==> config.mk <==
export PLATFORM = sky130hd
export DESIGN_NAME = mul_arbiter
export DESIGN_NICKNAME = d
export VERILOG_FILES = /design/src/rtl/mul_arbiter.sv
export SDC_FILE = /design/constraint.sdc
export NUM_CORES = 1
export LEC_CHECK = 0
export ABC_AREA = 1
export CAP_MARGIN = 20
export CORE_MARGIN = 5
export CORE_UTILIZATION = 37
export CTS_CLUSTER_DIAMETER = 30
export CTS_CLUSTER_SIZE = 30
export DETAILED_ROUTE_END_ITERATION = 10
export GPL_TIMING_DRIVEN = 0
export HOLD_SLACK_MARGIN = 0.06
export MAX_ROUTING_LAYER = met4
export PLACE_DENSITY_LB_ADDON = 0.12
export SYNTH_ARGS = -nofsm -noshare
export SYNTH_HDL_FRONTEND = slang
export SYNTH_SLANG_ARGS = --single-unit
export TNS_END_PERCENT = 10
==> constraint.sdc <==
create_clock -name clk -period 2.2 [get_ports clk]
set_input_delay 0.66 -clock clk [delete_from_list [all_inputs] [get_ports clk]]
set_output_delay 0.66 -clock clk [all_outputs]
set_load 0.05 [all_outputs]
==> src/rtl/mul_arbiter.sv <==
// Two-requester round-robin front end for a shared shift-add multiplier.
// Provides a zero-operand shortcut, a bounded wait with timeout abort, and a single-cycle response strobe.
module mul_arbiter #(
    parameter int WIDTH   = 32,
    parameter int TIMEOUT = 63
) (
    input  logic               clk,
    input  logic               rst,
    input  logic               req0_valid,
    input  logic               req1_valid,
    input  logic [WIDTH-1:0]   req0_a,
    input  logic [WIDTH-1:0]   req0_b,
    input  logic [WIDTH-1:0]   req1_a,
    input  logic [WIDTH-1:0]   req1_b,
    output logic               req0_ready,
    output logic               req1_ready,
    output logic               rsp0_valid,
    output logic               rsp1_valid,
    output logic [2*WIDTH-1:0] rsp_product,
    output logic               rsp_error,
    output logic               mul_go,
    output logic [WIDTH-1:0]   mul_multiplicand,
    output logic [WIDTH-1:0]   mul_multiplier,
    input  logic [2*WIDTH-1:0] mul_product,
    input  logic               mul_done,
    output logic               busy
);
    localparam int CW = (TIMEOUT < 1) ? 1 : $clog2(TIMEOUT + 1);

    typedef enum logic [1:0] {IDLE, ISSUE, WAIT, RESP} state_t;

    state_t             state_q, state_d;
    logic               last_grant_q, last_grant_d;
    logic               owner_q, owner_d;
    logic [CW-1:0]      cnt_q, cnt_d;
    logic [WIDTH-1:0]   a_q, a_d, b_q, b_d;
    logic [2*WIDTH-1:0] prod_q, prod_d;
    logic               err_q, err_d;
    logic               sel;
    logic               accept;
    logic [WIDTH-1:0]   sel_a, sel_b;

    // On a tie the requester that did not win last time is selected.
    assign sel        = (req0_valid && req1_valid) ? ~last_grant_q : req1_valid;
    assign req0_ready = !rst && (state_q == IDLE) && req0_valid && !sel;
    assign req1_ready = !rst && (state_q == IDLE) && req1_valid && sel;
    assign accept     = req0_ready || req1_ready;
    assign sel_a      = sel ? req1_a : req0_a;
    assign sel_b      = sel ? req1_b : req0_b;

    always_comb begin
        state_d      = state_q;
        last_grant_d = last_grant_q;
        owner_d      = owner_q;
        cnt_d        = cnt_q;
        a_d          = a_q;
        b_d          = b_q;
        prod_d       = prod_q;
        err_d        = err_q;
        case (state_q)
            IDLE: begin
                if (accept) begin
                    owner_d      = sel;
                    last_grant_d = sel;
                    cnt_d        = '0;
                    a_d          = sel_a;
                    b_d          = sel_b;
                    if (sel_a == '0 || sel_b == '0) begin
                        prod_d  = '0;
                        err_d   = 1'b0;
                        state_d = RESP;
                    end else begin
                        state_d = ISSUE;
                    end
                end
            end
            ISSUE: state_d = WAIT;
            WAIT: begin
                // Completion wins over a timeout landing in the same cycle.
                if (mul_done) begin
                    prod_d  = mul_product;
                    err_d   = 1'b0;
                    state_d = RESP;
                end else if (cnt_q == CW'(TIMEOUT)) begin
                    prod_d  = '0;
                    err_d   = 1'b1;
                    state_d = RESP;
                end else begin
                    cnt_d = cnt_q + 1'b1;
                end
            end
            RESP:    state_d = IDLE;
            default: state_d = IDLE;
        endcase
    end

    always_ff @(posedge clk) begin
        if (rst) begin
            state_q      <= IDLE;
            last_grant_q <= 1'b1;
            owner_q      <= 1'b0;
            cnt_q        <= '0;
            a_q          <= '0;
            b_q          <= '0;
            prod_q       <= '0;
            err_q        <= 1'b0;
        end else begin
            state_q      <= state_d;
            last_grant_q <= last_grant_d;
            owner_q      <= owner_d;
            cnt_q        <= cnt_d;
            a_q          <= a_d;
            b_q          <= b_d;
            prod_q       <= prod_d;
            err_q        <= err_d;
        end
    end

    assign mul_go           = (state_q == ISSUE);
    assign busy             = (state_q != IDLE);
    assign rsp0_valid       = (state_q == RESP) && !owner_q;
    assign rsp1_valid       = (state_q == RESP) && owner_q;
    assign rsp_product      = prod_q;
    assign rsp_error        = err_q;
    assign mul_multiplicand = a_q;
    assign mul_multiplier   = b_q;
endmodule

== Word level (Yosys, flattened, before mapping) ==
Index checks and enable logic that the tools add are counted.

* Logic and storage cells: 63
* Register bits after elaboration: 139
* Output and inout port bits: 135
* Input bits: 197

* Reductions and logical operators: 22
* Bitwise operators: 1
* Equality and inequality tests: 9
* $add $sub $neg: 1
* Multiplexer cells: 22

{| class="wikitable"
|+ Operator list
! operator !! number
|-
| 64-bit two-way mux || 4
|-
| 64-bit one-hot mux with 2 select lines || 1
|-
| 32-bit zero test || 2
|-
| 32-bit two-way mux || 2
|-
| 6-bit two-way mux || 3
|-
| 6-bit one-hot mux with 2 select lines || 1
|-
| 1-bit logical AND || 8
|-
| 2-bit two-way mux || 4
|-
| 2-bit one-hot mux with 4 select lines || 1
|-
| 4-bit AND reduction || 2
|-
| 6-bit by 1-bit adder with 6-bit output (second input constant) || 1
|-
| 6-bit equality test (second input constant) || 1
|-
| 2-bit inequality test (second input constant) || 3
|-
| 1-bit two-way mux || 5
|-
| 2-bit equality test (second input constant) || 2
|-
| 2-bit AND reduction || 2
|-
| 2-bit nonzero test || 2
|-
| 1-bit zero test || 3
|-
| 3-bit inequality test (second input constant) || 1
|-
| 2-bit by 1-bit equality test with 1-bit output (second input constant) || 1
|-
| 2-bit zero test || 1
|-
| 1-bit logical OR || 2
|-
| 2-bit by 1-bit inequality test with 1-bit output (second input constant) || 1
|-
| 1-bit one-hot mux with 2 select lines || 1
|-
| 1-bit inverter || 1
|}

== Depth between registers and ports, before layout ==
* Depth after elaboration: 8
* Depth in mapped cells: 17
* Gate-level depth less buffers: 14

== Least setup slack after synthesis ==
No wires, ideal clock.

* Kind: flip-flop to output port
* Start point: register state_q[0]
* End point: output req1_ready
* Cell stages (with the launch flop): 8
* Path buffers: 1
* Setup slack: -0.522 ns
* Data required time: 1.540 ns
* Arrival: 2.062 ns
* Cells stage by stage: dfxtp_1 inv_1 ha_1 inv_1 nor2_1 o21ai_1 clkbuf_1 nor2_1

* Cells in the longest elaborated chain, start to end: 4

{| class="wikitable"
|+ Ends and longest elaborated chain
! element !! line !! text
|-
| start, declared || 32 || <nowiki>state_t state_q, state_d;</nowiki>
|-
| start signal, assigned || 108 || <nowiki>state_q <= state_d;</nowiki>
|-
| 2-bit zero test || 46 || <nowiki>assign req1_ready = !rst && (state_q == IDLE) && req1_valid && sel;</nowiki>
|-
| 1-bit logical AND (3 in series) || 46 ||
|-
| end, declared || 16 || <nowiki>output logic req1_ready,</nowiki>
|}

No other way between the ends.

== Worst setup path after layout ==
Ends and elaborated chain as after synthesis.

==> results.sh <==
export IMPL_diodes=0
export IMPL_fmax_mhz=412.5
export IMPL_synthTopCellsByArea="dfxtp_1 (40%), nand2_1 (16%), nand3_1 (8.1%)"
export IMPL_hold_viol_final=0
export IMPL_synth_top_area_cell="dfxtp_1"
export IMPL_syn_to_final_growth_pct=71.31
export IMPL_whs_ns=0.4713
export IMPL_syn_num_nets=1284
export IMPL_cellLeakagePower_nw=5.821
export IMPL_synth_area_mux_share=0
export IMPL_grt_max_degree=17
export IMPL_r2r_start="last_grant_q$_SDFFE_PP1P_"
export IMPL_cp_cell_sequence="inv_4, ha_4, clkinvlp_4, nor2_4, o21ai_4, buf_8, nor2_4, buf_8"
export IMPL_ios=332
export IMPL_crit_type="flip-flop to primary output"
export IMPL_min_delay_start="rsp_product[15]$_SDFFE_PP0P_"
export IMPL_dp_slack_ns=-1.490
export IMPL_root_buffer="clkbuf_16"
export IMPL_path_clk_slew_ns=0.06
export IMPL_ys_flop_type="dfxtp_1"
export IMPL_clkLatencyLatePin_ns=0.43
export IMPL_setup_violations=67
export IMPL_cts_tree="yes"
export IMPL_die_h_um=146.9
export IMPL_first_pass_iters=5
export IMPL_wirelength_um=29070
export IMPL_die_w_um=146.9
export IMPL_path_max_fanout=3
export IMPL_die_area_um2=21590
export IMPL_synth_common_cells="nand2_1 (296), dfxtp_1 (139), nor2_1 (135)"
export IMPL_final_antenna_net_count=0
export IMPL_critPathMaxStageDelay_ns=0.36
export IMPL_syn_area_um2=6939
export IMPL_cts_hold_buf=0
export IMPL_max_slew_margin=0.5690
export IMPL_grt_pass1_vias=7930
export IMPL_rows=50
export IMPL_grt_usage=0.2641
export IMPL_nets=1671
export IMPL_syn_mean_instance_area_um2=6.419
export IMPL_seq_area_frac_synth=0.4010
export IMPL_place_gp_congestion=0.8983
export IMPL_synth_top_area_share=0.4010
export IMPL_synth_fa_ha_area_frac=0.01082
export IMPL_fin_tns_setup_ns=-8.988
export IMPL_instances_no_fill=1715
export IMPL_async_reset_ff_frac=0
export IMPL_drc=0
export IMPL_start_kind="flip-flop"
export IMPL_num_fill_cells=1801
export IMPL_crit_start="state_q[0]$_SDFFE_PP0P_"
export IMPL_synth_seq_cells=139
export IMPL_drt_initial_drc_count=343
export IMPL_via_per_inst=4.847
export IMPL_clock_sinks=139
export IMPL_grt_antenna_before_repair=0
export IMPL_yosys_area_share_simple=0.3684
export IMPL_layout_drive_gt1_share=0.1202
export IMPL_core_area_um2=18580
export IMPL_port_buffers=330
export IMPL_required_ns=1.54
export IMPL_grt_setup_unrepaired="yes"
export IMPL_cp_end_kind="primary output"
export IMPL_skew_ns=0.007489
export IMPL_htree_num_levels=4
export IMPL_post_drt_wl_per_cell_um=16.95
export IMPL_synth_cells=1081
export IMPL_synthXorXnorAreaFrac=0
export IMPL_gr_total_overflow=0
export IMPL_dp_cells=1645
export IMPL_hpwl_um=21500
export IMPL_synth_top_family_by_area="simple AND/OR/NAND/NOR gates"
export IMPL_yosysMostFrequentCell="nand2_1"
export IMPL_cp_arrival_ns=1.76
export IMPL_ys_types=25
export IMPL_dpl_instance_area_um2=10600
export IMPL_yosys_warnings=0
export IMPL_fin_crit_sh=1.102
export IMPL_hp_class="flip-flop to flip-flop"
export IMPL_worst_pin_slew_ns=0.6410
export IMPL_start_util=0.3735
export IMPL_grt_pass1_wl_um=43240
export IMPL_cts_buffers=17
export IMPL_drv_slew=0
export IMPL_finish_utilization=0.6398
export IMPL_synth_edf_count=0
export IMPL_period_minus_slack_ns=2.424
export IMPL_vias=8313
export IMPL_setup_ws_ns=-0.2244
export IMPL_peakVddDrop_v=0.0005360
export IMPL_p_per_area_nw_per_um2=1400
export IMPL_design_area_um2=11890
export IMPL_synth_compound_area_frac=0.1075
export IMPL_status="finished, violations left"
export IMPL_cts_max_path_buffers=2
export IMPL_violations="setup timing"
export IMPL_critPathSlowestCell="dfxtp_4"
export IMPL_total_power_mw=16.65
export IMPL_drv_cap=0
## registers in the layout, indices dropped and copies added, names as in the netlist
signal,count
cnt_q,6
last_grant_q,1
mul_multiplicand,32
mul_multiplier,32
owner_q,1
rsp_error,1
rsp_product,64
state_q,2
## cell usage in the layout (no fill, tap or decap), types with 19 or more instances in the layout
cell type / instances
nand3_1: 108
dlygate4sd2_1: 130
clkbuf_16: 19
a21oi_1: 53
o21ai_0: 73
dfxtp_1: 136
clkdlybuf4s50_1: 193
nor2_1: 120
buf_4: 28
clkbuf_1: 28
inv_1: 115
nand2_1: 280
nand3b_1: 42
## kinds of logic (layout without fill, tap and decap cells)
kind of cell    after synthesis  after routing
fa+ha+maj                     6              6
simple gates                595            596
flops                       139            139
compound gates              147            147
buf+inv                     194            593
## final cells by class
| cell class | instances | area [um^2] | area share |
|---|---|---|---|
| tap | 234 | 292.8 | 0.02463 |
| clock inverter | 8 | 92.59 | 0.007789 |
| timing repair buffer | 367 | 3591 | 0.3021 |
| sequential | 139 | 2789 | 0.2346 |
| multi-input combinational | 749 | 3656 | 0.3075 |
| buffer | 74 | 538.0 | 0.04526 |
| clock buffer | 24 | 471.7 | 0.03968 |
| inverter | 120 | 456.7 | 0.03842 |
## report_power, final
part | leakage, nW | switching [mW] | internal (mW) | total [mW]
clock network | 0.278 | 1.09 | 1.72 | 2.81
registers | 1.14 | 0.486 | 3.50 | 3.98
logic | 4.40 | 6.71 | 3.14 | 9.85
## final timing paths
check                                                     to  slack, ns  depth (start not counted)
worst max register to register  rsp_product[52]$_SDFFE_PP0P_      -0.14                         17
worst min-delay path            rsp_product[15]$_SDFFE_PP0P_       0.47                          2
worst max-delay path                              req1_ready      -0.22                          8
worst min register to register  rsp_product[15]$_SDFFE_PP0P_       0.47                          2
## metal layers
layer / vias up / wire [um] / part of all wire / track usage
li1: 4184 / - / - / -
met1: 3720 / 11220 / 0.39 / 0.2864
met2: 347 / 14330 / 0.49 / 0.4568
met3: 62 / 2470 / 0.085 / 0.07866
met4: 0 / 1047 / 0.036 / 0.1002
met5: - / 0 / 0 / -
## timing repair
action / CTS / global route
endpoints found under the setup margin: 202 / 76
pin swaps: 27 / 25
gates resized for setup: 268 / 55
gates cloned: 9 / 2
buffers inserted: 19 / 8
## critical path: cells and delay by family (launching register included)
| family | cells | cell delay (ns) |
|---|---|---|
| AO/OA/AOI/OAI | 1 | 0.09 |
| adder cells (fa/ha/maj) | 1 | 0.15 |
| buffers and inverters | 4 | 0.47 |
| flip-flops | 1 | 0.36 |
| AND/OR/NAND/NOR | 2 | 0.27 |
(Power assumes the default switching activity.)
